[src/rtl/line_fill_unit_pkg.sv]
// Shared definitions for the instruction-cache line fill unit: FSM encoding,
// default bus timeout and address-field width helpers.
package line_fill_unit_pkg;

  typedef logic [1:0] lfu_state_t;

  localparam lfu_state_t ST_IDLE  = 2'd0;
  localparam lfu_state_t ST_FETCH = 2'd1;
  localparam lfu_state_t ST_DONE  = 2'd2;

  localparam int unsigned LFU_DEF_TIMEOUT = 255;

  function automatic int unsigned lfu_sel_w(input int unsigned words);
    return (words < 2) ? 1 : $clog2(words);
  endfunction

  // Tag is everything above the word index and the 2-bit byte offset.
  function automatic int unsigned lfu_tag_w(input int unsigned addr_w, input int unsigned sel_w);
    return addr_w - sel_w - 2;
  endfunction

endpackage

[src/rtl/line_fill_unit_line_buffer.sv]
// One-line refill buffer: word storage, per-word valid bits, tag register and
// a read mux that forwards a same-cycle write to the selected word.
module line_buffer import line_fill_unit_pkg::*; #(
  parameter int unsigned DATA_W = 32,
  parameter int unsigned WORDS  = 2,
  parameter int unsigned SEL_W  = lfu_sel_w(WORDS),
  parameter int unsigned TAG_W  = 29
) (
  input  logic              clk,
  input  logic              reset,
  input  logic              clear_i,
  input  logic              tag_load_i,
  input  logic [TAG_W-1:0]  tag_i,
  input  logic              wr_en_i,
  input  logic [SEL_W-1:0]  wr_idx_i,
  input  logic [DATA_W-1:0] wr_data_i,
  input  logic [TAG_W-1:0]  cmp_tag_i,
  input  logic [SEL_W-1:0]  rd_idx_i,
  output logic              tag_match_o,
  output logic              rd_valid_o,
  output logic [DATA_W-1:0] rd_data_o,
  output logic [TAG_W-1:0]  tag_o
);

  logic [DATA_W-1:0] data_q [WORDS];
  logic [WORDS-1:0]  valid_q;
  logic [TAG_W-1:0]  tag_q;
  logic              fwd;

  always_ff @(posedge clk) begin
    if (reset) begin
      valid_q <= '0;
      tag_q   <= '0;
    end else begin
      if (tag_load_i) tag_q <= tag_i;
      if (clear_i) valid_q <= '0;
      else if (wr_en_i) valid_q[wr_idx_i] <= 1'b1;
    end
  end

  // Payload needs no reset: a word is never read without its valid bit.
  always_ff @(posedge clk) begin
    if (wr_en_i) data_q[wr_idx_i] <= wr_data_i;
  end

  always_comb begin
    fwd         = wr_en_i && (wr_idx_i == rd_idx_i);
    rd_valid_o  = valid_q[rd_idx_i] | fwd;
    rd_data_o   = fwd ? wr_data_i : data_q[rd_idx_i];
    tag_match_o = (tag_q == cmp_tag_i);
    tag_o       = tag_q;
  end

endmodule

[src/rtl/line_fill_unit.sv]
// Refill engine between the I-cache controller and the backing memory bus:
// fetches a whole line into line_buffer and presents it word by word.
module line_fill_unit import line_fill_unit_pkg::*; #(
  parameter int unsigned ADDR_W         = 32,
  parameter int unsigned DATA_W         = 32,
  parameter int unsigned WORDS_PER_LINE = 2,
  parameter int unsigned SEL_W          = $clog2(WORDS_PER_LINE),
  parameter int unsigned TIMEOUT        = LFU_DEF_TIMEOUT
) (
  input  logic              clk,
  input  logic              reset,
  input  logic              mem_rd,
  input  logic [SEL_W-1:0]  w_sel,
  input  logic [ADDR_W-1:0] miss_addr,
  input  logic              write_done,
  input  logic              flush,
  output logic              mem_ready,
  output logic [DATA_W-1:0] mem_data,
  output logic              bus_req,
  output logic [ADDR_W-1:0] bus_addr,
  input  logic              bus_ack,
  input  logic [DATA_W-1:0] bus_rdata,
  output logic              fill_err
);

  localparam int unsigned TAG_W = lfu_tag_w(ADDR_W, SEL_W);
  localparam int unsigned TMO_W = $clog2(TIMEOUT + 1);
  localparam logic [TMO_W-1:0] TMO_LAST = TMO_W'(TIMEOUT - 1);
  localparam logic [SEL_W-1:0] IDX_LAST = SEL_W'(WORDS_PER_LINE - 1);

  lfu_state_t        state_q, state_d;
  logic [SEL_W-1:0]  idx_q, idx_d;
  logic [TMO_W-1:0]  tmo_q, tmo_d;
  logic              bus_req_q, bus_req_d;
  logic              err_q, err_d;
  logic              line_valid_q, line_valid_d;
  logic              ready_q, ready_d;
  logic [DATA_W-1:0] data_q, data_d;
  logic              consumed_q, consumed_d;
  logic [SEL_W-1:0]  wsel_q;

  logic              buf_clear, tag_load, wr_en;
  logic              tag_match, rd_valid, flush_blk, wsel_chg;
  logic [DATA_W-1:0] rd_data;
  logic [TAG_W-1:0]  req_tag, cur_tag;
  logic [SEL_W+1:0]  unused_offset;

  assign req_tag       = miss_addr[ADDR_W-1:SEL_W+2];
  assign unused_offset = miss_addr[SEL_W+1:0];

  line_buffer #(
    .DATA_W (DATA_W),
    .WORDS  (WORDS_PER_LINE),
    .SEL_W  (SEL_W),
    .TAG_W  (TAG_W)
  ) u_line_buffer (
    .clk         (clk),
    .reset       (reset),
    .clear_i     (buf_clear),
    .tag_load_i  (tag_load),
    .tag_i       (req_tag),
    .wr_en_i     (wr_en),
    .wr_idx_i    (idx_q),
    .wr_data_i   (bus_rdata),
    .cmp_tag_i   (req_tag),
    .rd_idx_i    (w_sel),
    .tag_match_o (tag_match),
    .rd_valid_o  (rd_valid),
    .rd_data_o   (rd_data),
    .tag_o       (cur_tag)
  );

  always_comb begin
    state_d      = state_q;
    idx_d        = idx_q;
    tmo_d        = tmo_q;
    bus_req_d    = bus_req_q;
    err_d        = 1'b0;
    line_valid_d = line_valid_q;
    buf_clear    = 1'b0;
    tag_load     = 1'b0;
    wr_en        = 1'b0;
    unique case (state_q)
      ST_IDLE: begin
        if (flush) begin
          line_valid_d = 1'b0;
          buf_clear    = 1'b1;
        end
        if (mem_rd && (flush || !line_valid_q || !tag_match)) begin
          line_valid_d = 1'b0;
          buf_clear    = 1'b1;
          tag_load     = 1'b1;
          idx_d        = '0;
          tmo_d        = '0;
          bus_req_d    = 1'b1;
          state_d      = ST_FETCH;
        end
      end
      ST_FETCH: begin
        if (bus_ack) begin
          wr_en = 1'b1;
          tmo_d = '0;
          if (idx_q == IDX_LAST) begin
            idx_d        = '0;
            bus_req_d    = 1'b0;
            line_valid_d = 1'b1;
            state_d      = ST_DONE;
          end else begin
            idx_d = idx_q + SEL_W'(1);
          end
        end else if (tmo_q == TMO_LAST) begin
          err_d        = 1'b1;
          buf_clear    = 1'b1;
          line_valid_d = 1'b0;
          bus_req_d    = 1'b0;
          tmo_d        = '0;
          idx_d        = '0;
          state_d      = ST_IDLE;
        end else begin
          tmo_d = tmo_q + TMO_W'(1);
        end
      end
      ST_DONE: begin
        if (flush) begin
          line_valid_d = 1'b0;
          buf_clear    = 1'b1;
        end
        if (!mem_rd) state_d = ST_IDLE;
      end
      default: state_d = ST_IDLE;
    endcase
  end

  // A consumed word stays hidden until w_sel moves or the request ends.
  always_comb begin
    flush_blk  = flush && (state_q != ST_FETCH);
    wsel_chg   = (w_sel != wsel_q);
    consumed_d = mem_rd && !wsel_chg && (consumed_q || (write_done && ready_q));
    ready_d    = mem_rd && rd_valid && tag_match && !consumed_d && !flush_blk;
    data_d     = ready_d ? rd_data : '0;
  end

  always_ff @(posedge clk) begin
    if (reset) begin
      state_q      <= ST_IDLE;
      idx_q        <= '0;
      tmo_q        <= '0;
      bus_req_q    <= 1'b0;
      err_q        <= 1'b0;
      line_valid_q <= 1'b0;
      ready_q      <= 1'b0;
      data_q       <= '0;
      consumed_q   <= 1'b0;
      wsel_q       <= '0;
    end else begin
      state_q      <= state_d;
      idx_q        <= idx_d;
      tmo_q        <= tmo_d;
      bus_req_q    <= bus_req_d;
      err_q        <= err_d;
      line_valid_q <= line_valid_d;
      ready_q      <= ready_d;
      data_q       <= data_d;
      consumed_q   <= consumed_d;
      wsel_q       <= w_sel;
    end
  end

  assign mem_ready = ready_q;
  assign mem_data  = data_q;
  assign bus_req   = bus_req_q;
  assign bus_addr  = {cur_tag, idx_q, 2'b00};
  assign fill_err  = err_q;

endmodule

[config.mk]
export PLATFORM = sky130hd
export DESIGN_NAME = line_fill_unit
export DESIGN_NICKNAME = d
export VERILOG_FILES = /design/src/rtl/line_fill_unit_pkg.sv /design/src/rtl/line_fill_unit_line_buffer.sv /design/src/rtl/line_fill_unit.sv
export SDC_FILE = /design/constraint.sdc
export NUM_CORES = 1
export LEC_CHECK = 0
export ABC_AREA = 1
export CORE_MARGIN = 1
export CORE_UTILIZATION = 30
export DETAILED_ROUTE_END_ITERATION = 8
export DONT_BUFFER_PORTS = 1
export GPL_TIMING_DRIVEN = 1
export PLACE_DENSITY = 0.44
export SETUP_SLACK_MARGIN = 0.2
export SLEW_MARGIN = 0
export SYNTH_ARGS = -nofsm -noshare
export SYNTH_HDL_FRONTEND = slang
export SYNTH_SLANG_ARGS = --single-unit
[constraint.sdc]
create_clock -name clk -period 2.97 [get_ports clk]
set_clock_uncertainty 0.1 [all_clocks]
set_input_delay 0.4455 -clock clk [delete_from_list [all_inputs] [get_ports clk]]
set_output_delay 0.4455 -clock clk [all_outputs]
set_load 0.01 [all_outputs]
==> impl_metrics.py, run 1 <==
metrics = {
    "synthesis": {
        "synth-seq-cells": 144,
        "syn-instance-count": 621,
        "ys_types": 34,
        "synth_top_area_share": 0.310,
        "netlist_area_mm2": 0.00621,
        "synth_edf_count": 64,
        "yosys.area.top_type": "edfxtp_1",
        "synth-main-ff-cell": "dfxtp_1",
        "ys_warn_count": 0,
        "netlist_top_cells_area": "edfxtp_1 (31%), dfxtp_1 (26%), o211ai_1 (7.9%), nand2_1 (5.6%), a21oi_2 (4.4%)",
        "ys_seq_area_frac": 0.568,
        "synth-async-reset-ratio": 0,
        "avgSynthCellArea_um2": 10.0,
    },
    "global_route": {
        "grt_start_max_net_pins": 68,
        "grt-ovfl-total": 0,
        "grt_pass1_wl_um": 25400,
        "antenna_found_initial": 0,
        "grt_util_all_layers": 0.155,
        "grt_pass1_vias": 4628,
    },
    "timing": {
        "slew_headroom": 0.300,
        "totalNegativeSetupSlack_ns": 0,
        "tightest_slew_ns": 1.05,
        "fin_crit_sh": 0.813,
        "slew_viol_final": 0,
        "rsz0062_at_grt": "no",
        "fmax_ghz": 0.414,
        "finalHoldViolations": 0,
        "finalSetupViolCount": 0,
        "period_minus_slack_ns": 2.41,
    },
    "finish": {
        "area_delta_synth_final_pct": 18.9,
        "num-nets-final": 720,
        "drive_above_1_share": 0.177,
        "nFillCells": 2014,
        "stdcell_area_mm2": 0.00738,
        "diodes": 0,
    },
    "setup_path": {
        "r2r_slack_ns": 0.56,
        "slowest_stage": "inv_2",
        "crit_path_end_kind": "register",
        "rr_endpoint": "mem_data[27]",
        "worstPathArrival_ns": 2.57,
        "critPathLaunchType": "register",
        "reg2reg_from": "state_q[1]",
        "path_class": "reg2reg",
        "path_max_fanout": 32,
        "max_stage_delay_ns": 0.69,
        "r2r_cells": 10,
        "path_cells": "inv_1 > ha_1 > nand2_2 > a21oi_4 > o21ai_4 > o211ai_1 > nand3_1 > nor2_2 > inv_2 > a21oi_1",
        "cp.required_ns": 3.13,
    },
    "outcome": {
        "outcome": "complete, no violations",
    },
    "pwr": {
        "peakVddDrop_mv": 0.403,
        "power_uw": 6040,
        "powerDensity_mw_per_mm2": 818,
        "p_leak_uw": 0.00252,
    },
    "route": {
        "antenna_left": 0,
        "drc": 0,
        "drt-wirelength-per-cell_um": 17.0,
        "first_pass_iters": 6,
        "drt_wl_total_um": 15700,
        "vias_per_cell": 4.88,
        "drt_iter0_drc": 197,
        "via_count": 4522,
    },
    "hold_path": {
        "min_to": "u_line_buffer.tag_o[10]",
        "worstHoldPathCells": 2,
        "worstHoldStart": "miss_addr[13]",
        "hold_path.class": "in2reg",
    },
    "flow_run": {
        "drv_cap": 0,
    },
    "die": {
        "start_util": 0.307,
        "rows": 52,
        "die_w_um": 146,
        "die-area_mm2": 0.0213,
        "io_pins": 138,
        "die_h_um": 146,
        "coreArea_mm2": 0.0202,
    },
    "clock_network": {
        "cts.sinks": 144,
        "htreeDepth": 4,
        "post_cts_buffers": 0,
        "cts.clk_slew.worst_paths_ns": 0.07,
        "clockBufferDepth": 2,
        "clock_latency_ns": 0.42,
        "cts_tree": "built",
        "numCtsBuffers": 17,
        "clockRootBuffer": "clkbuf_16",
    },
    "place": {
        "placed_area_mm2": 0.00643,
        "place_congestion": 0.731,
        "hpwl_um": 9470,
        "portBuffers": 0,
    },
}
-- power breakdown --
part | switching (uW) | internal [uW] | leakage, uW
logic | 832 | 415 | 0.000995
clock network | 928 | 1280 | 0.000296
registers | 231 | 2350 | 0.00123
-- routing by layer --
metal | global-route usage | wire length [um] | vias to the layer above | part of all wire
met1 | 0.181 | 6770 | 2173 | 0.43
met4 | 0.0516 | 193 | 0 | 0.012
met3 | 0.0636 | 1310 | 14 | 0.083
li1 | - | - | 2199 | -
met5 | 0 | 0 | - | 0
met2 | 0.255 | 7440 | 136 | 0.47
-- cell usage after synthesis (4+ instances only) --
cell,n
edfxtp_1,64
o21ai_0,15
a21oi_2,31
inv_1,37
clkbuf_1,26
o211ai_1,65
nand2_1,93
or2_2,33
nor2_1,35
xor2_1,4
buf_6,4
nand3_1,35
xnor2_1,19
dfxtp_1,80
buf_4,6
a21oi_1,40
ha_1,6
-- cells in the final DEF (no fill, tap or decap), types with 2 or more instances in the layout --
cell type      netlist  final
a21oi_1             40     40
xor2_1               4      4
inv_8                0      4
conb_1               1      2
buf_4                6      9
clkbuf_16            0     17
dlygate4sd3_1        0     33
nand3_1             35     35
bufinv_16            0      2
nand2_1             93     93
o21ai_0             15     15
nor2_1              35     33
or2_2               33     33
dfxtp_1             80     80
inv_6                0      6
o211ai_1            65     65
inv_1               37     37
a21oi_2             31     31
nor2_4               0      2
nand3b_1             2      2
xnor2_1             19     19
clkinvlp_4           0      2
nor3_1               2      2
o21a_1               3      3
ha_1                 6      6
inv_2                3      3
o21ai_1              2      2
nand4_1              3      3
edfxtp_1            64     64
-- metrics by stage --
step	utilization	std cells	setup WS, ns	hold WS [ns]
2_1_floorplan	-	622	0.359	0.355
3_3_place_gp	0.318	861	0.557	0.367
3_5_place_dp	0.318	861	0.518	0.385
4_1_cts	0.365	926	0.501	0.0566
5_1_grt	0.365	926	0.391	0.0726
6_report	0.365	926	0.556	0.0801
-- kinds of logic (layout without fill, tap and decap cells) --
family,count (synthesis),after routing,share of synthesized area
compound gates,160,160,0.179
other cells,1,2,0.000604
xor+xnor,23,23,0.0325
buf+inv,80,114,0.0570
simple gates,207,207,0.151
fa+ha+maj,6,6,0.0121
flops,144,144,0.568
-- what timing repair did --
| item | in CTS | in global routing |
|---|---|---|
| hold buffers | 33 | 0 |
| resized for setup | 0 | 0 |
| hold endpoints to repair | 90 | 0 |
-- registers in the layout, summed over array words and instances (netlist names) --
name,cells
idx_q,1
u_line_buffer.valid_q,2
wsel_q,1
tmo_q,8
u_line_buffer.data_q,64
consumed_q,1
bus_req,1
u_line_buffer.tag_o,29
line_valid_q,1
mem_data,32
fill_err,1
state_q,2
mem_ready,1
-- how the worst max path moves through the flow --
stage,from,to,slack [ns]
floorplan,state_q[1],u_line_buffer.data_q[1][0],0.36
global placement,idx_q,mem_data[26],0.56
detailed placement,idx_q,mem_data[27],0.52
CTS,idx_q,mem_data[27],0.50
global route,state_q[1],mem_data[26],0.39
finish,state_q[1],mem_data[27],0.56
-- layout make-up --
| cell class | count | area [um^2] | area share |
|---|---|---|---|
| Clock buffer | 17 | 425 | 0.0576 |
| Clock inverter | 15 | 189 | 0.0256 |
| Inverter | 40 | 150 | 0.0203 |
| Multi-Input combinational cell | 398 | 2360 | 0.319 |
| Sequential cell | 144 | 3520 | 0.477 |
| Tap cell | 270 | 338 | 0.0458 |
| Timing Repair Buffer | 42 | 398 | 0.0539 |
-- worst max-delay path: cells and delay by family (launching register included) --
| family | cells | cell delay (ns) |
|---|---|---|
| fa+ha+maj | 1 | 0.24 |
| buf+inv | 2 | 0.78 |
| flops | 1 | 0.36 |
| compound gates | 4 | 0.34 |
| simple gates | 3 | 0.39 |
(Power assumes the default switching activity.)
==> inputs of run 2 (changes only) <==
Settings changed: PLACE_DENSITY 0.44 to 0.43.
Clock period 2.97 ns to 2.41 ns, I/O delays scaled along.
==> run 2 against run 1 <==
First-iteration DRC count is 1.5% higher; cell count is 3.1% higher; die area stayed put; sequential share of layout area is 2.2 points lower; critical path depth is 1 higher; combinational power is 34% higher; utilization is 1.8 points higher; worst setup slack worse by 0.21 ns; critical path type unchanged; critical endpoint unchanged; highest routed layer unchanged.
==> impl_metrics.py, run 2 (same netlist as run 1, synthesis figures left out) <==
metrics = {
    "finish": {
        "area_delta_synth_final_pct": 24.6,
        "nFillCells": 2009,
        "diodes": 0,
        "finalNonFillerCells": 955,
        "top_register": "u_line_buffer.data_q",
        "stdcell_area_mm2": 0.00773,
        "layout_common_cells": "nand2_1 (92), dfxtp_1 (80), o211ai_1 (65)",
        "post-route-util": 0.382,
        "drive_above_1_share": 0.190,
        "num-nets-final": 749,
        "final_common_cell": "nand2_1",
        "largest_reg_flops": 64,
    },
    "setup_path": {
        "r2r_cells": 11,
        "critPathLaunchType": "register",
        "worstPathArrival_ns": 2.30,
        "reg2reg_from": "state_q[1]",
        "crit_path_end_kind": "register",
        "path_max_fanout": 18,
        "startpoint": "state_q[1]",
        "cp.required_ns": 2.65,
        "path_class": "reg2reg",
    },
    "place": {
        "place_congestion": 0.755,
        "portBuffers": 0,
        "placed_area_mm2": 0.00652,
        "hpwl_um": 9470,
        "dp_cells": 867,
    },
    "pwr": {
        "p_leak_uw": 0.00266,
        "powerDensity_mw_per_mm2": 986,
        "peakVddDrop_mv": 0.438,
    },
    "timing": {
        "period_minus_slack_ns": 2.06,
        "tightest_slew_ns": 1.17,
        "rsz0062_at_grt": "yes",
        "finalHoldViolations": 0,
        "totalNegativeSetupSlack_ns": 0,
        "fin_crit_sh": 0.856,
        "slew_headroom": 0.218,
        "fmax_ghz": 0.485,
        "finalSetupViolCount": 0,
        "slew_viol_final": 0,
    },
    "die": {
        "coreArea_mm2": 0.0202,
        "rows": 52,
        "die-area_mm2": 0.0213,
        "start_util": 0.307,
        "die_w_um": 146,
        "io_pins": 138,
        "die_h_um": 146,
    },
    "clock_network": {
        "cts.clk_slew.worst_paths_ns": 0.07,
        "htreeDepth": 4,
        "cts.sinks": 144,
        "clockBufferDepth": 2,
        "cts_tree": "built",
        "clock_latency_ns": 0.42,
        "post_cts_buffers": 0,
        "clockRootBuffer": "clkbuf_16",
        "numCtsBuffers": 17,
    },
    "route": {
        "first_pass_iters": 4,
        "drc": 0,
        "vias_per_cell": 4.87,
        "via_count": 4654,
        "drt_wl_total_um": 16300,
        "drt-wirelength-per-cell_um": 17.0,
        "antenna_left": 0,
        "drt_iter0_drc": 200,
    },
    "global_route": {
        "grt_start_max_net_pins": 68,
        "grt_pass1_vias": 4859,
        "grt_pass1_wl_um": 25900,
        "grt_util_all_layers": 0.157,
        "grt-ovfl-total": 0,
        "antenna_found_initial": 0,
    },
    "hold_path": {
        "hold_path.class": "in2reg",
        "worstHoldPathCells": 2,
        "worstHoldStart": "bus_rdata[26]",
    },
    "flow_run": {
        "drv_cap": 0,
    },
    "outcome": {
        "outcome": "complete, no violations",
    },
}
## run 2: cell count changes in the layout (fill, tap and decap cells not counted), moves of 2 or more
cell,change
dlygate4sd3_1,+20
buf_12,+3
buf_4,+3
clkinv_4,+3
inv_6,-2
clkinvlp_4,+3
## run 2: final cells by class
cell class / count / area (um^2) / area share
Clock inverter: 15 / 200 / 0.0259
Clock buffer: 17 / 425 / 0.0550
Tap cell: 270 / 338 / 0.0437
Sequential cell: 144 / 3520 / 0.456
Inverter: 40 / 159 / 0.0205
Timing Repair Buffer: 68 / 681 / 0.0880
Multi-Input combinational cell: 398 / 2390 / 0.308
Timing Repair inverter: 3 / 22.5 / 0.00291
## run 2: where the power goes
group          internal, uW  switching (uW)  total [uW]
logic                   602            1070        1680
registers              2890             267        3160
clock network          1670            1120        2790
total                  5160            2460        7630
## run 2: final timing paths
path	end	slack (ns)
setup reg to reg	mem_data[27]	0.35
hold reg to reg	u_line_buffer.valid_q[0]	0.38
hold / removal	mem_data[26]	0.02
setup / recovery	mem_data[27]	0.35
## run 2: worst max-delay path: stages, from the launching register on
cell and delay, ns:
dfxtp_1 0.33, inv_1 0.11, ha_2 0.23, nand2_2 0.09
a21oi_4 0.15, o21ai_4 0.07, o211ai_1 0.09, nand3_1 0.16
nor2_4 0.19, inv_6 0.11, buf_12 0.19, a21oi_1 0.15
## run 2: what timing repair did
action	4_1_cts	5_1_grt
hold endpoints to repair	90	0
pin swaps	0	1
resized for setup	1	12
hold buffers	53	0
gates cloned	0	3
endpoints found under the setup margin	1	39
## run 2: routing by layer
metal	share of wire	track usage	routed length (um)	vias up
met4	0.015	0.0584	237	0
met3	0.075	0.0577	1220	21
li1	-	-	-	2252
met5	0	0	0	-
met1	0.43	0.184	7050	2239
met2	0.48	0.263	7760	142
## run 2: through the flow
step | hold WS (ns) | worst slack, ns | total power (uW)
2_1_floorplan | 0.355 | 0.304 | 4370
3_3_place_gp | 0.336 | 0.336 | 4750
3_5_place_dp | 0.339 | 0.274 | 4800
4_1_cts | 0.00548 | 0.266 | 7720
5_1_grt | 0.0114 | 0.204 | 8070
6_report | 0.0230 | 0.347 | 7630
==> inputs of run 3 (changes only) <==
Settings changed: CAP_MARGIN set to 10, CORE_UTILIZATION 30 to 63, PLACE_DENSITY 0.43 to 0.78.
==> run 3 against run 2 <==
Maximum frequency decreased by 3.9%; largest cell class unchanged; cell count down 14%; via count up 4.1%; critical path depth unchanged; count of clock-buffer cells in the layout is 1 higher; clock power fell by 15%; sequential power barely moved; die area shrank 52%; utilization increased by 42 points; design area decreased by 2.2%; combinational power about the same; sequential share of layout area grew 1.0 points.
==> impl_metrics.py, run 3 (same netlist as run 1, synthesis figures left out) <==
metrics = {
    "timing": {
        "slew_viol_final": 0,
        "tightest_slew_ns": 1.01,
        "fmax_ghz": 0.466,
        "fin_crit_sh": 0.891,
        "rsz0062_at_grt": "yes",
        "finalHoldViolations": 0,
        "totalNegativeSetupSlack_ns": 0,
        "period_minus_slack_ns": 2.15,
        "slew_headroom": 0.323,
        "finalSetupViolCount": 0,
    },
    "place": {
        "portBuffers": 0,
        "placed_area_mm2": 0.00630,
        "hpwl_um": 8540,
        "place_congestion": 0.817,
    },
    "global_route": {
        "grt_start_max_net_pins": 47,
        "grt_pass1_wl_um": 23900,
        "grt_util_all_layers": 0.306,
        "grt-ovfl-total": 0,
        "grt_pass1_vias": 4895,
        "antenna_found_initial": 0,
    },
    "finish": {
        "final_common_cell": "nand2_1",
        "area_delta_synth_final_pct": 21.8,
        "diodes": 0,
        "num-nets-final": 761,
        "stdcell_area_mm2": 0.00756,
        "layout_common_cells": "nand2_1 (92), dfxtp_1 (80), dlygate4sd3_1 (68)",
        "top_register": "u_line_buffer.data_q",
        "drive_above_1_share": 0.175,
        "post-route-util": 0.807,
        "largest_reg_flops": 64,
    },
    "outcome": {
        "outcome": "complete, no violations",
    },
    "clock_network": {
        "clockBufferDepth": 2,
        "clockRootBuffer": "clkbuf_8",
        "htreeDepth": 4,
        "cts.sinks": 144,
        "clock_latency_ns": 0.53,
        "numCtsBuffers": 17,
        "cts_tree": "built",
        "cts.clk_slew.worst_paths_ns": 0.07,
    },
    "setup_path": {
        "r2r_slack_ns": 0.26,
        "worstPathArrival_ns": 2.41,
        "crit_path_frequent_cell": "nand3_1",
        "crit_path_end_kind": "register",
        "path_max_fanout": 10,
        "path_cells": "inv_1 > nand2_1 > nand2_1 > nor2_1 > nand3_1 > nor2_1 > nand3_1 > nand2_2 > clkinvlp_4 > nand3_1 > a21oi_1",
        "critPathLaunchType": "register",
        "max_stage_delay_ns": 0.42,
        "slowest_stage": "dfxtp_1",
        "critical-path-top-delay-family": "simple AND/OR/NAND/NOR gates",
        "crit_buf_inv": 2,
        "path_class": "reg2reg",
        "cp.required_ns": 2.67,
    },
    "pwr": {
        "power_uw": 7230,
        "peakVddDrop_mv": 0.598,
        "p_leak_uw": 0.00266,
        "powerDensity_mw_per_mm2": 956,
    },
    "route": {
        "drc": 0,
        "via_count": 4843,
        "drt-wirelength-per-cell_um": 18.5,
        "drt_wl_total_um": 15200,
        "drt_iter0_drc": 201,
        "antenna_left": 0,
        "vias_per_cell": 5.86,
        "first_pass_iters": 5,
    },
    "die": {
        "rows": 35,
        "coreArea_mm2": 0.00937,
        "io_pins": 138,
        "die-area_mm2": 0.0103,
        "die_h_um": 101,
        "start_util": 0.662,
        "die_w_um": 101,
    },
    "flow_run": {
        "drv_cap": 0,
    },
    "hold_path": {
        "hold_path.class": "in2reg",
    },
}
-- run 3: cell types whose count changed in the layout (fill, tap and decap cells not counted), sizes merged --
| cell | change |
|---|---|
| dlygate4sd3 | +15 |
| bufinv | -3 |
| buf | -2 |
| clkbuf | +1 |
| clkinvlp | +1 |
-- run 3: repair_timing --
action,in CTS,in global routing
hold buffers,69,0
setup endpoints to repair,0,40
resized for setup,0,5
setup buffers,0,0
endpoints found under the hold margin,133,0
-- run 3: area by class of cell --
class	count	area (um^2)
Timing Repair Buffer	81	816
Inverter	40	156
Clock inverter	14	124
Sequential cell	144	3520
Multi-Input combinational cell	398	2350
Fill cell	548	1810
Clock buffer	18	418
Timing Repair inverter	2	12.5
Tap cell	129	161
-- run 3: path summary, 6_finish.rpt --
| kind | cells past startpoint | to | startpoint |
|---|---|---|---|
| worst max register to register | 11 | u_line_buffer.tag_o[0] | u_line_buffer.tag_o[26] |
| worst min register to register | 2 | u_line_buffer.valid_q[0] | u_line_buffer.valid_q[0] |
| worst min-delay path | 2 | mem_data[23] | w_sel |
| worst max-delay path | 11 | u_line_buffer.tag_o[0] | u_line_buffer.tag_o[26] |
-- run 3: routing by layer --
layer,global-route usage,share of wire
met1,0.347,0.38
met5,0,0
met3,0.0821,0.081
met2,0.556,0.53
met4,0.104,0.016
-- run 3: where the power goes --
| group | internal (uW) | switching [uW] | total (uW) | leakage [uW] |
|---|---|---|---|---|
| clock network | 1300 | 1070 | 2370 | 0.000256 |
| logic | 605 | 1070 | 1680 | 0.00117 |
| registers | 2900 | 280 | 3180 | 0.00123 |
-- run 3: through the flow --
step / setup WS [ns] / instances / hold slack, ns
global route: 0.158 / 826 / 0.0211
global placement: 0.324 / 723 / 0.336
CTS: 0.240 / 824 / 0.000445
floorplan: 0.304 / 622 / 0.355
detailed placement: 0.244 / 723 / 0.338
finish: 0.264 / 826 / 0.00859
